===== src/rtl/id_ex_stage.sv =====
// id_ex_stage: decode -> execute pipeline register built as a 2-entry skid buffer.
// The main entry drives the out* ports directly; the skid entry absorbs one
// instruction when execute stalls, so inReady is a pure register (~skid valid).
// Optional feature macro: ID_EX_FWD_EN enables writeback forwarding into the
// captured and held operands. Without it the wb* ports are present but ignored.
module id_ex_stage #(
    parameter int DATA_W = 32,
    parameter int CTRL_W = 8
) (
    input  logic              clk,
    input  logic              resetN,
    // decoded instruction from decode
    input  logic              inValid,
    input  logic [DATA_W-1:0] inPc,
    input  logic [4:0]        rs1,
    input  logic [4:0]        rs2,
    input  logic [4:0]        rd,
    input  logic [DATA_W-1:0] imm,
    input  logic [CTRL_W-1:0] ctrl,
    input  logic              regWriteIn,
    input  logic [DATA_W-1:0] busA,
    input  logic [DATA_W-1:0] busB,
    output logic              inReady,
    // writeback triple
    input  logic              wbWrite,
    input  logic [4:0]        wbPort,
    input  logic [DATA_W-1:0] wbBus,
    input  logic              flush,
    // execute side
    output logic              outValid,
    output logic [DATA_W-1:0] outPc,
    output logic [DATA_W-1:0] outA,
    output logic [DATA_W-1:0] outB,
    output logic [DATA_W-1:0] outImm,
    output logic [4:0]        outRd,
    output logic [CTRL_W-1:0] outCtrl,
    output logic              outRegWrite,
    input  logic              outReady
);

    logic              in_fire;
    logic              out_fire;
    logic              main_free;
    logic              cap_rw;
    logic [DATA_W-1:0] cap_a;
    logic [DATA_W-1:0] cap_b;
    logic [DATA_W-1:0] main_a_next;
    logic [DATA_W-1:0] main_b_next;
    logic [DATA_W-1:0] skid_a_next;
    logic [DATA_W-1:0] skid_b_next;

    logic              skid_valid_reg;
    logic [DATA_W-1:0] skid_pc_reg;
    logic [DATA_W-1:0] skid_a_reg;
    logic [DATA_W-1:0] skid_b_reg;
    logic [DATA_W-1:0] skid_imm_reg;
    logic [4:0]        skid_rd_reg;
    logic [CTRL_W-1:0] skid_ctrl_reg;
    logic              skid_rw_reg;

    assign in_fire   = inValid & inReady & ~flush;
    assign out_fire  = outValid & outReady;
    // main can take a new instruction if it is empty or its occupant leaves now
    assign main_free = ~outValid | out_fire;
    // x0 is never a real destination
    assign cap_rw    = regWriteIn & (rd != 5'd0);

`ifdef ID_EX_FWD_EN
    logic       wb_ok;
    logic [4:0] main_rs1_reg;
    logic [4:0] main_rs2_reg;
    logic [4:0] skid_rs1_reg;
    logic [4:0] skid_rs2_reg;

    assign wb_ok = wbWrite & (wbPort != 5'd0);

    // operands at capture take the writeback value when it targets the same source
    assign cap_a = (rs1 == 5'd0) ? '0 : ((wb_ok && wbPort == rs1) ? wbBus : busA);
    assign cap_b = (rs2 == 5'd0) ? '0 : ((wb_ok && wbPort == rs2) ? wbBus : busB);

    // held entries pick up writebacks to their sources while they wait
    assign main_a_next = (wb_ok && wbPort == main_rs1_reg) ? wbBus : outA;
    assign main_b_next = (wb_ok && wbPort == main_rs2_reg) ? wbBus : outB;
    assign skid_a_next = (wb_ok && wbPort == skid_rs1_reg) ? wbBus : skid_a_reg;
    assign skid_b_next = (wb_ok && wbPort == skid_rs2_reg) ? wbBus : skid_b_reg;

    // source register numbers follow their instruction through main and skid
    always_ff @(posedge clk or negedge resetN) begin
        if (!resetN) begin
            main_rs1_reg <= 5'd0;
            main_rs2_reg <= 5'd0;
            skid_rs1_reg <= 5'd0;
            skid_rs2_reg <= 5'd0;
        end else if (!flush) begin
            if (out_fire && skid_valid_reg) begin
                main_rs1_reg <= skid_rs1_reg;
                main_rs2_reg <= skid_rs2_reg;
            end else if (main_free && in_fire) begin
                main_rs1_reg <= rs1;
                main_rs2_reg <= rs2;
            end
            if (in_fire && !main_free) begin
                skid_rs1_reg <= rs1;
                skid_rs2_reg <= rs2;
            end
        end
    end
`else
    logic unused_wb;

    assign cap_a       = (rs1 == 5'd0) ? '0 : busA;
    assign cap_b       = (rs2 == 5'd0) ? '0 : busB;
    assign main_a_next = outA;
    assign main_b_next = outB;
    assign skid_a_next = skid_a_reg;
    assign skid_b_next = skid_b_reg;
    assign unused_wb   = ^{wbWrite, wbPort, wbBus};
`endif

    // main entry: refill from skid first (FIFO order), else from input, else hold
    always_ff @(posedge clk or negedge resetN) begin
        if (!resetN) begin
            outValid    <= 1'b0;
            outPc       <= '0;
            outA        <= '0;
            outB        <= '0;
            outImm      <= '0;
            outRd       <= 5'd0;
            outCtrl     <= '0;
            outRegWrite <= 1'b0;
        end else if (flush) begin
            outValid <= 1'b0;
        end else if (out_fire && skid_valid_reg) begin
            outValid    <= 1'b1;
            outPc       <= skid_pc_reg;
            outA        <= skid_a_next;
            outB        <= skid_b_next;
            outImm      <= skid_imm_reg;
            outRd       <= skid_rd_reg;
            outCtrl     <= skid_ctrl_reg;
            outRegWrite <= skid_rw_reg;
        end else if (main_free) begin
            if (in_fire) begin
                outValid    <= 1'b1;
                outPc       <= inPc;
                outA        <= cap_a;
                outB        <= cap_b;
                outImm      <= imm;
                outRd       <= rd;
                outCtrl     <= ctrl;
                outRegWrite <= cap_rw;
            end else begin
                outValid <= 1'b0;
            end
        end else begin
            outA <= main_a_next;
            outB <= main_b_next;
        end
    end

    // skid entry and inReady: skid fills only when main is occupied and staying
    always_ff @(posedge clk or negedge resetN) begin
        if (!resetN) begin
            skid_valid_reg <= 1'b0;
            skid_pc_reg    <= '0;
            skid_a_reg     <= '0;
            skid_b_reg     <= '0;
            skid_imm_reg   <= '0;
            skid_rd_reg    <= 5'd0;
            skid_ctrl_reg  <= '0;
            skid_rw_reg    <= 1'b0;
            inReady        <= 1'b1;
        end else if (flush) begin
            skid_valid_reg <= 1'b0;
            inReady        <= 1'b1;
        end else if (out_fire && skid_valid_reg) begin
            skid_valid_reg <= 1'b0;
            inReady        <= 1'b1;
        end else if (in_fire && !main_free) begin
            skid_valid_reg <= 1'b1;
            skid_pc_reg    <= inPc;
            skid_a_reg     <= cap_a;
            skid_b_reg     <= cap_b;
            skid_imm_reg   <= imm;
            skid_rd_reg    <= rd;
            skid_ctrl_reg  <= ctrl;
            skid_rw_reg    <= cap_rw;
            inReady        <= 1'b0;
        end else begin
            skid_a_reg <= skid_a_next;
            skid_b_reg <= skid_b_next;
        end
    end

endmodule


===== config.mk =====
export PLATFORM = sky130hd
export DESIGN_NAME = id_ex_stage
export DESIGN_NICKNAME = d
export VERILOG_FILES = /design/src/rtl/id_ex_stage.sv
export SDC_FILE = /design/constraint.sdc
export NUM_CORES = 1
export LEC_CHECK = 0
export BUFFER_PORTS_ARGS = -buffer_cell sky130_fd_sc_hd__buf_4
export CAP_MARGIN = 20
export CORE_MARGIN = 2
export CORE_UTILIZATION = 35
export DETAILED_ROUTE_END_ITERATION = 16
export SLEW_MARGIN = 20
export SYNTH_ARGS = -nofsm -noshare
export SYNTH_HDL_FRONTEND = slang
export SYNTH_SLANG_ARGS = --single-unit

===== constraint.sdc =====
create_clock -name clk -period 2.7 [get_ports clk]
set_clock_uncertainty 0.1 [all_clocks]
set_input_delay 0.54 -clock clk [delete_from_list [all_inputs] [get_ports clk]]
set_output_delay 0.54 -clock clk [all_outputs]
set_load 0.1 [all_outputs]

==> results of run 1 <==
## what timing repair did
action	CTS	global route
hold buffers	1	0
gates resized for setup	0	0
endpoints found under the hold margin	38	0
## layout make-up
type / instances / area [µm²] / area share
multi-input combinational: 513 / 5000 / 0.301
clock inverter: 9 / 87.6 / 0.00528
sequential: 287 / 7180 / 0.433
inverter: 3 / 11.3 / 0.000679
clock buffer: 53 / 1040 / 0.0630
tap: 461 / 577 / 0.0348
timing repair buffer: 334 / 2690 / 0.162
## kinds of logic after synthesis
| kind of cell | Yosys count |
|---|---|
| flops | 287 |
| simple gates | 15 |
| buf+inv | 99 |
| compound gates | 267 |
| mux | 231 |
## Yosys cell counts, types with 2 or more instances
cell type,number
a2111oi_0,65
a2bb2oi_1,65
mux2_2,225
nor4_1,2
inv_1,3
o211ai_1,65
or4_1,3
dfrtp_1,286
buf_1,9
a211oi_2,2
o21ai_0,3
buf_2,30
mux2_1,6
clkbuf_1,49
buf_4,4
a22o_1,64
buf_6,4
## power by group
group	total [mW]	internal (mW)	switching, mW
clock network	4.61	2.77	1.84
registers	5.84	5.31	0.531
logic	5.55	1.59	3.96
## how the worst max path moves through the flow
stage	end	start	slack, ns	cells past startpoint
5_1_grt	skid_a_next[25]$_DFFE_PN0P_	outValid$_DFFE_PN0P_	0.37	4
3_5_place_dp	skid_a_next[0]$_DFFE_PN0P_	outReady	0.24	5
6_report	skid_a_next[11]$_DFFE_PN0P_	outValid$_DFFE_PN0P_	0.45	4
3_3_place_gp	skid_a_next[14]$_DFFE_PN0P_	outReady	0.24	5
2_1_floorplan	outImm[28]$_DFFE_PN0P_	outValid$_DFFE_PN0P_	0.06	6
4_1_cts	skid_a_next[30]$_DFFE_PN0P_	outValid$_DFFE_PN0P_	0.45	4
## through the flow
step                      area (µm²)   util  cells  setup slack [ns]  total power, mW
final                          16600  0.468   1660             0.449             16.0
after global routing           16600  0.468   1660             0.375             16.7
after CTS                      16600  0.468   1660             0.452             16.2
after detailed placement       15500  0.435   1597             0.239             11.5
after global placement         15500  0.435   1597             0.241             11.4
after floorplan                12600      -    899            0.0649             10.0
## per-layer routing
| layer | global-route usage | routed length [µm] | up-vias |
|---|---|---|---|
| met5 | 0 | 0 | - |
| met4 | 0.0438 | 598 | 0 |
| met3 | 0.0685 | 3670 | 46 |
| met2 | 0.272 | 15700 | 371 |
| met1 | 0.252 | 14900 | 4639 |
| li1 | - | - | 4069 |
==> impl_metrics.json, run 1 <==
{
  "synth_cells": 899,
  "min_period_over_period": 0.834,
  "core_um2": 35500,
  "drt-wirelength-per-cell_um": 21.0,
  "initial_core_util": 0.355,
  "cts_root_buf": "clkbuf_16",
  "critPathRequiredTime_ns": 2.99,
  "synth-xor-area-share": 0,
  "synthAdderAreaFrac": 0,
  "grt_max_degree": 96,
  "fin_nets": 1369,
  "powerDensity_nw_per_um2": 964,
  "overflow": 0,
  "drive_gt1_frac": 0.518,
  "synth_top_family_by_area": "multiplexers",
  "layout_commonest_cell": "buf_4",
  "die_h_um": 194,
  "n_fill_cell": 3191,
  "cp_cell_sequence": "or3b_1, or2_2, buf_4, a22o_1",
  "antenna_found_initial": 0,
  "tns_ns": 0,
  "synthTopCellsByArea": "dfrtp_1, mux2_2, a2111oi_0",
  "start_kind": "register",
  "whs_ns": 0.148,
  "synth_edf_count": 0,
  "slowest_delay_ns": 0.56,
  "crit_path_top_delay_cell": "or3b_1",
  "holdPathEnd": "skid_b_next[5]$_DFFE_PN0P_",
  "io_buffers": 300,
  "cts.clk_slew.worst_paths_ns": 0.06,
  "synthArstFlopShare": 1.00,
  "htree_levels": 2,
  "hold-path-cell-count": 2,
  "via_per_inst": 5.50,
  "syn_nets": 1094,
  "path_class": "reg -> reg",
  "dieArea_um2": 37500,
  "status": "complete, no violations",
  "postCtsSetupBuffers": 0,
  "die_w_um": 194,
  "r2r-start": "outValid$_DFFE_PN0P_",
  "yosysTopAreaCellShare": 0.569,
  "ctsLongestPathBuffers": 3,
  "drt-initial-drc-count": 479,
  "rrSetupSlack_ns": 0.45,
  "drc_errors": 0,
  "setup_viol": 0,
  "hold_violations": 0,
  "seq_area_frac_synth": 0.571,
  "hpwl_um": 21800,
  "synth.distinct_cells": 31,
  "r2r-end": "skid_a_next[11]$_DFFE_PN0P_",
  "reg2reg_depth": 4,
  "rsz0062_at_grt": "no",
  "diodes": 0,
  "track_usage": 0.182,
  "hp-class": "in -> reg",
  "place_congestion": 0.747,
  "p_leak_nw": 7.21,
  "cp-end-kind": "register",
  "muxShareOfSynthArea": 0.207,
  "worstMarginPinSlew_ns": 0.738,
  "cp.arrival_ns": 2.54,
  "area_delta_synth_final_pct": 31.9,
  "cp.buffers_inverters": 1,
  "layout_common_cells": "buf_4, dfrtp_1, mux2_2",
  "ir_drop_mv": 0.554,
  "clock_sinks": 287,
  "yosysTopAreaCell": "dfrtp_1",
  "ant_nets": 0,
  "path_delay_family": "simple AND/OR/NAND/NOR gates",
  "avgSynthCellArea_um2": 14.0,
  "vias": 9125,
  "numCtsBuffers": 35,
  "yosys_warnings": 0,
  "fmax_mhz": 444,
  "pin_count": 339,
  "min_period_ns": 2.25,
  "drv_slew": 0,
  "syn_area_um2": 12600,
  "relSlewSlack": 0.508,
  "grt_pass1_vias": 9549,
  "synth_seq_cells": 287,
  "drtPass1Iterations": 4,
  "cts_tree": "done",
  "critical_path.max_fanout": 48,
  "synth-simple-area-share": 0.00776,
  "synth-compound-area-share": 0.179,
  "routed_wl_um": 34900,
  "ys.flop_type": "dfrtp_1",
  "insertion_delay_ns": 0.51,
  "rows": 69,
  "drv_cap": 0,
  "min_from": "busB[5]",
  "grt_pass1_wl_um": 55600
}
No activity file was read; power rests on OpenSTA's default activity.
==> inputs of run 2 (changes only) <==
ABC_AREA = 1   (was unset)
clock period = 1.8 ns   (was 2.7 ns; I/O delays follow)
==> run 2 against run 1 <==
Critical path depth rose by 4. Sequential power grew 47%. Area after synthesis is 0.45% higher. Via count up 24%. Setup slack worse by 0.43 ns. Power rose by 44%. Register-to-register slack got worse by 0.43 ns. Non-clock buffer count increased by 87. Largest power group unchanged. Flip-flop and latch count did not move. First-iteration DRC count is 6.9% higher. Critical path type unchanged. Utilization grew 2.6 points.
==> impl_metrics.json, run 2 <==
{
  "ant_nets": 0,
  "syn_area_um2": 12600,
  "hp-class": "in -> reg",
  "synth_cells": 1616,
  "via_per_inst": 4.58,
  "drc_errors": 0,
  "hold_violations": 0,
  "io_buffers": 300,
  "powerDensity_nw_per_um2": 1310,
  "htree_levels": 2,
  "rows": 69,
  "drive_gt1_frac": 0.203,
  "switching_share": 0.399,
  "drtPass1Iterations": 6,
  "fin_area_um2": 17500,
  "drt-initial-drc-count": 512,
  "pwr-share-seq": 0.373,
  "yosys_warnings": 0,
  "cts_root_buf": "clkbuf_16",
  "core_um2": 35600,
  "avgSynthCellArea_um2": 7.82,
  "numCtsBuffers": 35,
  "syn_nets": 1811,
  "synth_common_cells": "nand2_1, dfrtp_1, o21ai_0",
  "slowest_delay_ns": 0.63,
  "drt-wirelength-per-cell_um": 14.4,
  "grt_max_degree": 121,
  "track_usage": 0.183,
  "seq_area_frac_synth": 0.568,
  "fmax_mhz": 560,
  "status": "complete, no violations",
  "clock_sinks": 287,
  "overflow": 0,
  "pwr-share-clk": 0.291,
  "setup_viol": 0,
  "p_leak_nw": 9.66,
  "ctsLongestPathBuffers": 3,
  "drv_cap": 0,
  "crit_path_top_delay_cell": "dfstp_4",
  "synthTopCellsByArea": "dfrtp_1, nand2_1, o21ai_0",
  "ir_drop_mv": 0.815,
  "initial_core_util": 0.355,
  "fin_util": 0.493,
  "die_w_um": 194,
  "final_cells": 2463,
  "synthArstFlopShare": 1.00,
  "rsz0062_at_grt": "yes",
  "die_h_um": 194,
  "cp-end-kind": "register",
  "cp_cell_sequence": "buf_4, nand2_4, nand2_1, nand2_4, inv_4, clkbuf_16, nand2_1, nand2_1",
  "area_delta_synth_final_pct": 38.8,
  "ys.flop_type": "dfrtp_1",
  "dpl.cell_count": 2318,
  "crit_top_cell": "nand2_1",
  "place_congestion": 0.763,
  "synth.distinct_cells": 18,
  "relSlewSlack": 0.651,
  "layout_common_cells": "nand2_1, buf_4, dfrtp_1, o21ai_0, nor2_1",
  "hpwl_um": 22100,
  "dieArea_um2": 37600,
  "path_class": "reg -> reg",
  "n_fill_cell": 3402,
  "insertion_delay_ns": 0.50,
  "vias": 11300,
  "yosysTopAreaCell": "dfrtp_1",
  "fin_nets": 2171,
  "drv_slew": 0,
  "synth_edf_count": 0,
  "synth_seq_cells": 287,
  "cts_tree": "done",
  "synthMostInstantiatedCell": "nand2_1",
  "min_period_over_period": 0.991,
  "tns_ns": 0,
  "critical_path.max_fanout": 27,
  "critPathRequiredTime_ns": 2.14,
  "cts.clk_slew.worst_paths_ns": 0.06,
  "grt_pass1_wl_um": 57600,
  "p_switching_mw": 9.22,
  "start_kind": "register",
  "yosysTopAreaCellShare": 0.566,
  "dpl-instance-area_um2": 15600,
  "worstMarginPinSlew_ns": 0.523,
  "combPwrFrac": 0.336,
  "layout_commonest_cell": "nand2_1",
  "grt_pass1_vias": 11200,
  "antenna_found_initial": 4,
  "cp.arrival_ns": 2.13,
  "p_int_mw": 13.9,
  "routed_wl_um": 35400,
  "pin_count": 339,
  "min_period_ns": 1.78
}
==> run 2: cells by family after synthesis <==
family,synth area share
AO/OA/AOI/OAI,0.0871
buffers and inverters,0.0670
flip-flops,0.568
AND/OR/NAND/NOR,0.278
==> run 2: path summary, 6_finish.rpt <==
kind | to | slack, ns | depth (start not counted) | start
min in group asynchronous | outPc[17]$_DFFE_PN0P_ | 0.22 | 2 | resetN
max | outPc[6]$_DFFE_PN0P_ | 0.02 | 8 | inReady$_DFFE_PN1P_
max reg2reg | outPc[6]$_DFFE_PN0P_ | 0.02 | 8 | inReady$_DFFE_PN1P_
min | skid_rd_reg[1]$_DFFE_PN0P_ | 0.03 | 3 | rd[1]
min reg2reg | outImm[3]$_DFFE_PN0P_ | 0.38 | 2 | outImm[3]$_DFFE_PN0P_
max in group asynchronous | skid_b_next[15]$_DFFE_PN0P_ | 0.70 | 3 | resetN
==> run 2: what timing repair did <==
action,in CTS,in global routing
hold endpoints to repair,165,0
gates cloned,0,3
buffers inserted,2,0
resized for setup,3,9
setup endpoints to repair,1,103
pin swaps,0,0
hold buffers,77,0
==> run 2: layer usage <==
metal  share of wire  GRT usage  routed length, µm
met5         0.00020          0                  7
met4           0.022     0.0497                782
met3           0.061     0.0400               2170
met2            0.46      0.297              16300
met1            0.46      0.248              16200
==> run 2: cell type report <==
class,instances,area [µm²],area share
clock inverters,7,62.6,0.00357
repair buffers,421,3720,0.212
clock buffers,53,1030,0.0585
multi-input cells,1147,4650,0.265
well taps,461,577,0.0329
diodes,3,7.51,0.000428
inverters,84,318,0.0181
flip-flops and latches,287,7190,0.410
==> run 2: metrics by stage <==
step	setup WS (ns)	hold slack [ns]	total power, mW
floorplan	0.00479	-0.0356	14.2
global placement	0.100	0.167	16.2
detailed placement	0.0867	0.169	16.3
CTS	0.00800	0.0141	23.3
global route	-0.0580	0.0219	24.2
finish	0.0155	0.0258	23.1
==> run 2: critical path: cells and delay by family, from the launching register on <==
family	cells	cell delay, ns
flip-flops	1	0.63
AND/OR/NAND/NOR	5	0.42
buffers and inverters	3	0.54
==> run 2: power groups by stage <==
stage,Combinational [mW],Clock [mW],Sequential (mW)
6_report,7.75,6.72,8.60
5_1_grt,8.27,7.19,8.79
4_1_cts,7.76,6.95,8.61
3_5_place_dp,7.60,0,8.70
3_3_place_gp,7.51,0,8.66
2_1_floorplan,1.62,0,12.6
